### src/rtl/line_mem_ctrl.sv
// Single-port initiator for a 512-bit-line SRAM serving a 32-bit byte-addressed requester.
// Optional write protection below PROT_LIMIT is enabled by defining LINE_MEM_CTRL_WPROT_EN.
module line_mem_ctrl #(
  parameter int unsigned ADDR_WIDTH = 10,
  parameter int unsigned PROT_LIMIT = 32'h1000
) (
  input  logic                    i_clk,
  input  logic                    i_rst,
  input  logic                    i_req_valid,
  output logic                    o_req_ready,
  input  logic                    i_req_we,
  input  logic [ADDR_WIDTH+5:0]   i_req_addr,
  input  logic [31:0]             i_req_wdata,
  input  logic [3:0]              i_req_be,
  output logic                    o_rsp_valid,
  input  logic                    i_rsp_ready,
  output logic [31:0]             o_rsp_rdata,
  output logic                    o_rsp_err,
  output logic [ADDR_WIDTH-1:0]   o_mem_addr,
  output logic                    o_mem_we,
  output logic [511:0]            o_mem_wdata,
  input  logic [511:0]            i_mem_q
);

  localparam int unsigned LINE_W = 512;
  localparam int unsigned WORD_W = 32;
  localparam int unsigned BE_W   = 4;
  localparam int unsigned WSEL_W = 4;

  typedef enum logic [2:0] {
    S_IDLE,
    S_WAIT,
    S_CAP,
    S_WRITE,
    S_RESP
  } state_t;

  state_t                r_state, w_state_nxt;
  logic                  r_we, w_we_nxt;
  logic [WSEL_W-1:0]     r_word, w_word_nxt;
  logic [WORD_W-1:0]     r_wdata, w_wdata_nxt;
  logic [BE_W-1:0]       r_be, w_be_nxt;
  logic [ADDR_WIDTH-1:0] r_mem_addr, w_mem_addr_nxt;
  logic                  r_mem_we, w_mem_we_nxt;
  logic [LINE_W-1:0]     r_mem_wdata, w_mem_wdata_nxt;
  logic [WORD_W-1:0]     r_rsp_rdata, w_rsp_rdata_nxt;
  logic                  r_rsp_err, w_rsp_err_nxt;
  logic                  r_rsp_valid, w_rsp_valid_nxt;

  logic                  w_accept;
  logic                  w_prot;
  logic [LINE_W-1:0]     w_merged;
  logic [WORD_W-1:0]     w_rd_word;
  logic                  w_unused;

  assign o_req_ready = (r_state == S_IDLE) && !i_rst;
  assign w_accept    = i_req_valid && o_req_ready;
  assign w_unused    = &{1'b0, i_req_addr[1:0]};

`ifdef LINE_MEM_CTRL_WPROT_EN
  assign w_prot = i_req_we && (32'(i_req_addr) < PROT_LIMIT);
`else
  logic w_unused_prot;
  assign w_unused_prot = (PROT_LIMIT == 32'd0);
  assign w_prot        = 1'b0;
`endif

  // Selected word of the line just read, and the line with enabled bytes replaced.
  assign w_rd_word = i_mem_q[{r_word, 5'b0} +: WORD_W];

  always_comb begin
    w_merged = i_mem_q;
    for (int b = 0; b < int'(BE_W); b++) begin
      if (r_be[b]) begin
        w_merged[{r_word, 2'(b), 3'b0} +: 8] = r_wdata[8*b +: 8];
      end
    end
  end

  always_comb begin
    w_state_nxt     = r_state;
    w_we_nxt        = r_we;
    w_word_nxt      = r_word;
    w_wdata_nxt     = r_wdata;
    w_be_nxt        = r_be;
    w_mem_addr_nxt  = r_mem_addr;
    w_mem_we_nxt    = r_mem_we;
    w_mem_wdata_nxt = r_mem_wdata;
    w_rsp_rdata_nxt = r_rsp_rdata;
    w_rsp_err_nxt   = r_rsp_err;
    w_rsp_valid_nxt = r_rsp_valid;

    case (r_state)
      S_IDLE: begin
        if (w_accept) begin
          w_we_nxt    = i_req_we;
          w_word_nxt  = i_req_addr[5:2];
          w_wdata_nxt = i_req_wdata;
          w_be_nxt    = i_req_be;
          if (w_prot) begin
            // Rejected write: answer immediately, SRAM untouched.
            w_rsp_err_nxt   = 1'b1;
            w_rsp_rdata_nxt = '0;
            w_rsp_valid_nxt = 1'b1;
            w_state_nxt     = S_RESP;
          end else begin
            w_mem_addr_nxt = i_req_addr[ADDR_WIDTH+5:6];
            w_mem_we_nxt   = 1'b0;
            w_rsp_err_nxt  = 1'b0;
            w_state_nxt    = S_WAIT;
          end
        end
      end
      S_WAIT: begin
        w_state_nxt = S_CAP;
      end
      S_CAP: begin
        if (r_we) begin
          w_mem_wdata_nxt = w_merged;
          w_mem_we_nxt    = 1'b1;
          w_state_nxt     = S_WRITE;
        end else begin
          w_rsp_rdata_nxt = w_rd_word;
          w_rsp_err_nxt   = 1'b0;
          w_rsp_valid_nxt = 1'b1;
          w_state_nxt     = S_RESP;
        end
      end
      S_WRITE: begin
        w_mem_we_nxt    = 1'b0;
        w_rsp_rdata_nxt = '0;
        w_rsp_valid_nxt = 1'b1;
        w_state_nxt     = S_RESP;
      end
      S_RESP: begin
        if (i_rsp_ready) begin
          w_rsp_valid_nxt = 1'b0;
          w_state_nxt     = S_IDLE;
        end
      end
      default: begin
        w_state_nxt = S_IDLE;
      end
    endcase
  end

  always_ff @(posedge i_clk) begin
    if (i_rst) begin
      r_state     <= S_IDLE;
      r_we        <= 1'b0;
      r_word      <= '0;
      r_wdata     <= '0;
      r_be        <= '0;
      r_mem_addr  <= '0;
      r_mem_we    <= 1'b0;
      r_mem_wdata <= '0;
      r_rsp_rdata <= '0;
      r_rsp_err   <= 1'b0;
      r_rsp_valid <= 1'b0;
    end else begin
      r_state     <= w_state_nxt;
      r_we        <= w_we_nxt;
      r_word      <= w_word_nxt;
      r_wdata     <= w_wdata_nxt;
      r_be        <= w_be_nxt;
      r_mem_addr  <= w_mem_addr_nxt;
      r_mem_we    <= w_mem_we_nxt;
      r_mem_wdata <= w_mem_wdata_nxt;
      r_rsp_rdata <= w_rsp_rdata_nxt;
      r_rsp_err   <= w_rsp_err_nxt;
      r_rsp_valid <= w_rsp_valid_nxt;
    end
  end

  assign o_rsp_valid = r_rsp_valid;
  assign o_rsp_rdata = r_rsp_rdata;
  assign o_rsp_err   = r_rsp_err;
  assign o_mem_addr  = r_mem_addr;
  assign o_mem_we    = r_mem_we;
  assign o_mem_wdata = r_mem_wdata;

endmodule
### config.mk
export PLATFORM = sky130hd
export DESIGN_NAME = line_mem_ctrl
export DESIGN_NICKNAME = d
export VERILOG_FILES = /design/src/rtl/line_mem_ctrl.sv
export SDC_FILE = /design/constraint.sdc
export NUM_CORES = 2
export LEC_CHECK = 0
export BUFFER_PORTS_ARGS = -buffer_cell sky130_fd_sc_hd__buf_2
export CAP_MARGIN = 20
export CELL_PAD_IN_SITES_DETAIL_PLACEMENT = 0
export CELL_PAD_IN_SITES_GLOBAL_PLACEMENT = 2
export CORE_AREA = 10 10 430 432
export CTS_BUF_LIST = sky130_fd_sc_hd__clkbuf_16
export DETAILED_ROUTE_END_ITERATION = 7
export DIE_AREA = 0 0 440 442
export GPL_TIMING_DRIVEN = 1
export PLACE_DENSITY_LB_ADDON = 0.1
export SYNTH_ARGS = -nofsm -noshare
export SYNTH_HDL_FRONTEND = slang
export SYNTH_SLANG_ARGS = --single-unit
### constraint.sdc
create_clock -name i_clk -period 3.1 [get_ports i_clk]
set_input_delay 0.155 -clock i_clk [delete_from_list [all_inputs] [get_ports i_clk]]
set_output_delay 0.155 -clock i_clk [all_outputs]
set_load 0.02 [all_outputs]
==> run_results.csv <==
group,metric,value,unit
clock_network,worstSkewPairLatency,0.74,ns
synthesis,yosys_warnings,0,
setup_path,path_class,"flop to flop",
die,io_pins,1127,
power,ir_drop,0.0003604,V
synthesis,synth_flop_cell,"dfxtp_1",
global_routing,grt_max_degree,116,
synthesis,synthCells,3633,
synthesis,synth_top_area_share,39.18,%
timing,hold_violations,0,
clock_network,cts_tree,"yes",
power,leakagePower,0.02018,µW
die,die-area,194500,µm²
clock_network,cts.sinks,600,
routing,drc,0,
timing,max_freq,339.8,MHz
global_routing,antenna_found_initial,42,
routing,drt-pass1-iter-count,7,
synthesis,avgSynthCellArea,8.439,µm²
final_layout,nets,5883,
synthesis,ys_types,67,
clock_network,clkTransAtPathRegs,0.06,ns
die,core,175700,µm²
routing,drt_wl_total,267.0,mm
synthesis,ys_seq_area_share,39.18,%
power,power_density,467.6,nW/µm²
routing,routedWlPerCell,34.51,µm
synthesis,syn_nets,4208,
timing,fin_crit_sh,94.94,%
setup_path,required,3.72,ns
worst_hold_path,hp-class,"primary input to flop",
placement,dp_hpwl,214.3,mm
timing,finalCriticalPeriod,2.943,ns
global_routing,grt_usage,26.24,%
placement,portBuffers,1123,
final_layout,area_delta_synth_final,58.75,%
die,fp.dieW,440,µm
clock_network,post_cts_buffers,0,
global_routing,grt_first_pass_wirelength,352.2,mm
setup_path,start_kind,"flop",
global_routing,grt_overflow,0,
synthesis,synth_area,30660,µm²
clock_network,cts_made_buffers,87,
timing,relSlewSlack,24.11,%
clock_network,clockBufferDepth,3,
die,die_y,442,µm
clock_network,root_buffer,"clkbuf_16",
power,power,22760,µW
timing,tightest_slew,1.137,ns
job,max-cap-violations,0,
timing,setup_viol,0,
final_layout,seq_area,12030,µm²
timing,maxSlewViolCount,0,
final_layout,fillCellCount,19375,
synthesis,synth_edf_count,0,
die,rows,154,
placement,dpl_worst_slack,0.2659,ns
routing,viasPerCell,4.720,
setup_path,end_kind,"flop",
placement,dp.cells,6955,
global_routing,grt_pass1_vias,37704,
routing,vias,36527,
synthesis,async_reset_ff_share,0,%
final_layout,finalInstanceArea,48670,µm²
setup_path,critPathArrivalTime,3.57,ns
setup_path,crit_fanout,41,
timing,fin_worst_skew,0.03569,ns
synthesis,synthTopCellsByCount,"738 x nor2_1, 600 x dfxtp_1, 306 x nor3_1",
routing,ant_nets,0,
synthesis,yosysMostFrequentCell,"nor2_1",
final_layout,stdcell_count,7738,
final_layout,multiInputGateArea,16860,µm²
synthesis,yosysTopAreaCell,"dfxtp_1",
timing,setup_ws,0.1568,ns
timing,grt_setup_unrepaired,"false",
synthesis,synth_area_leaders,"dfxtp_1 39%, mux4_2 9.4%, nor2_1 9.0%",
clock_network,htreeDepth,3,
die,initial_core_util,17.45,%
outcome,status,"complete, no violations",
placement,placed_cell_area,39800,µm²
synthesis,synth-seq-cells,600,
placement,gp_congestion,0.8591,
final_layout,drive_gt1_share,31.05,%
final_layout,final_util,27.70,%
routing,drtIter0Drc,2447,
state kept, by name, summed over array words and instances (netlist names):
| name | count |
|---|---|
| r_word | 4 |
| o_rsp_valid | 1 |
| o_rsp_rdata | 32 |
| o_mem_addr | 10 |
| o_mem_wdata | 512 |
| r_be | 4 |
| r_we | 1 |
| r_wdata | 32 |
| r_state | 3 |
| o_mem_we | 1 |
stage by stage:
step                   TNS, ns  hold WS [ns]
floorplan           -0.0004263        0.2540
global placement             0        0.3403
detailed placement           0        0.3440
CTS                          0       0.06543
global route                 0        0.1161
finish                       0        0.1380
routing by layer:
metal / vias up / track usage (%) / wire length [µm]
li1: 16654 / - / -
met1: 18262 / 29.78 / 103900
met2: 1275 / 46.92 / 134900
met3: 328 / 5.791 / 14900
met4: 8 / 11.01 / 13310
met5: - / 0 / 54
worst max-delay path, cell delays in order (launching register included):
cell	delay, ns
dfxtp_4	0.36
buf_12	0.29
buf_4	0.55
nand3b_1	0.56
nor2_1	0.11
a211oi_1	0.29
nor3_1	0.08
dlygate4sd3_1	0.57
final timing paths:
| kind | start | end | slack, ns | depth (start not counted) |
|---|---|---|---|---|
| min reg2reg | o_mem_addr[6]$_SDFFE_PP0P_ | o_mem_addr[6]$_SDFFE_PP0P_ | 0.45 | 2 |
| max | r_word[1]$_SDFFE_PP0P_ | o_mem_wdata[182]$_SDFFE_PP0P_ | 0.16 | 7 |
| max reg2reg | r_word[1]$_SDFFE_PP0P_ | o_mem_wdata[182]$_SDFFE_PP0P_ | 0.16 | 7 |
| min | i_req_addr[7] | o_mem_addr[1]$_SDFFE_PP0P_ | 0.14 | 4 |
area by class of cell:
cell class	count	area share, %
clock inverter	67	0.9126
inverter	9	0.07712
clock buffer	92	4.730
timing repair buffer	1981	28.82
multi-input combinational	2629	34.63
antenna	20	0.1028
sequential	600	24.71
tap	2340	6.015
logic make-up after synthesis:
group | after synthesis | synth area share, %
other cells | 1 | 0.01223
flops | 600 | 39.18
mux | 231 | 12.77
compound gates | 771 | 17.55
buf+inv | 404 | 6.056
simple gates | 1620 | 24.19
fa+ha+maj | 6 | 0.2449
where the power goes:
group	switching, µW	total (µW)	leakage, µW	internal (µW)
clock network	4340	10100	0.00145	5800
logic	2700	4470	0.0139	1770
registers	258	8150	0.00485	7890
total	7300	22800	0.0202	15500
cell usage in the layout, fill, tap and decap left out, types with 18 or more instances in the layout:
cell type / netlist / routed
mux2i_1: 102 / 102
inv_1: 7 / 32
a211oi_1: 296 / 296
clkinv_1: 0 / 22
nand4b_1: 18 / 18
nand3b_1: 48 / 48
nor2_1: 738 / 738
dlygate4sd3_1: 0 / 603
dfxtp_1: 600 / 596
nand3_1: 179 / 179
a21oi_1: 114 / 113
buf_4: 15 / 220
a311oi_1: 96 / 96
a221oi_1: 30 / 30
o21ai_0: 166 / 166
buf_2: 157 / 1122
diode_2: 0 / 20
nor3_1: 306 / 306
mux4_2: 128 / 128
clkbuf_16: 0 / 92
a2bb2oi_1: 19 / 19
buf_12: 0 / 34
nand2_1: 243 / 242
what timing repair did:
item | 4_1_cts | 5_1_grt
resized for setup | 0 | 2
hold buffers | 603 | 0
setup endpoints to repair | 0 | 7
hold endpoints to repair | 579 | 0
(Power assumes the default switching activity.)
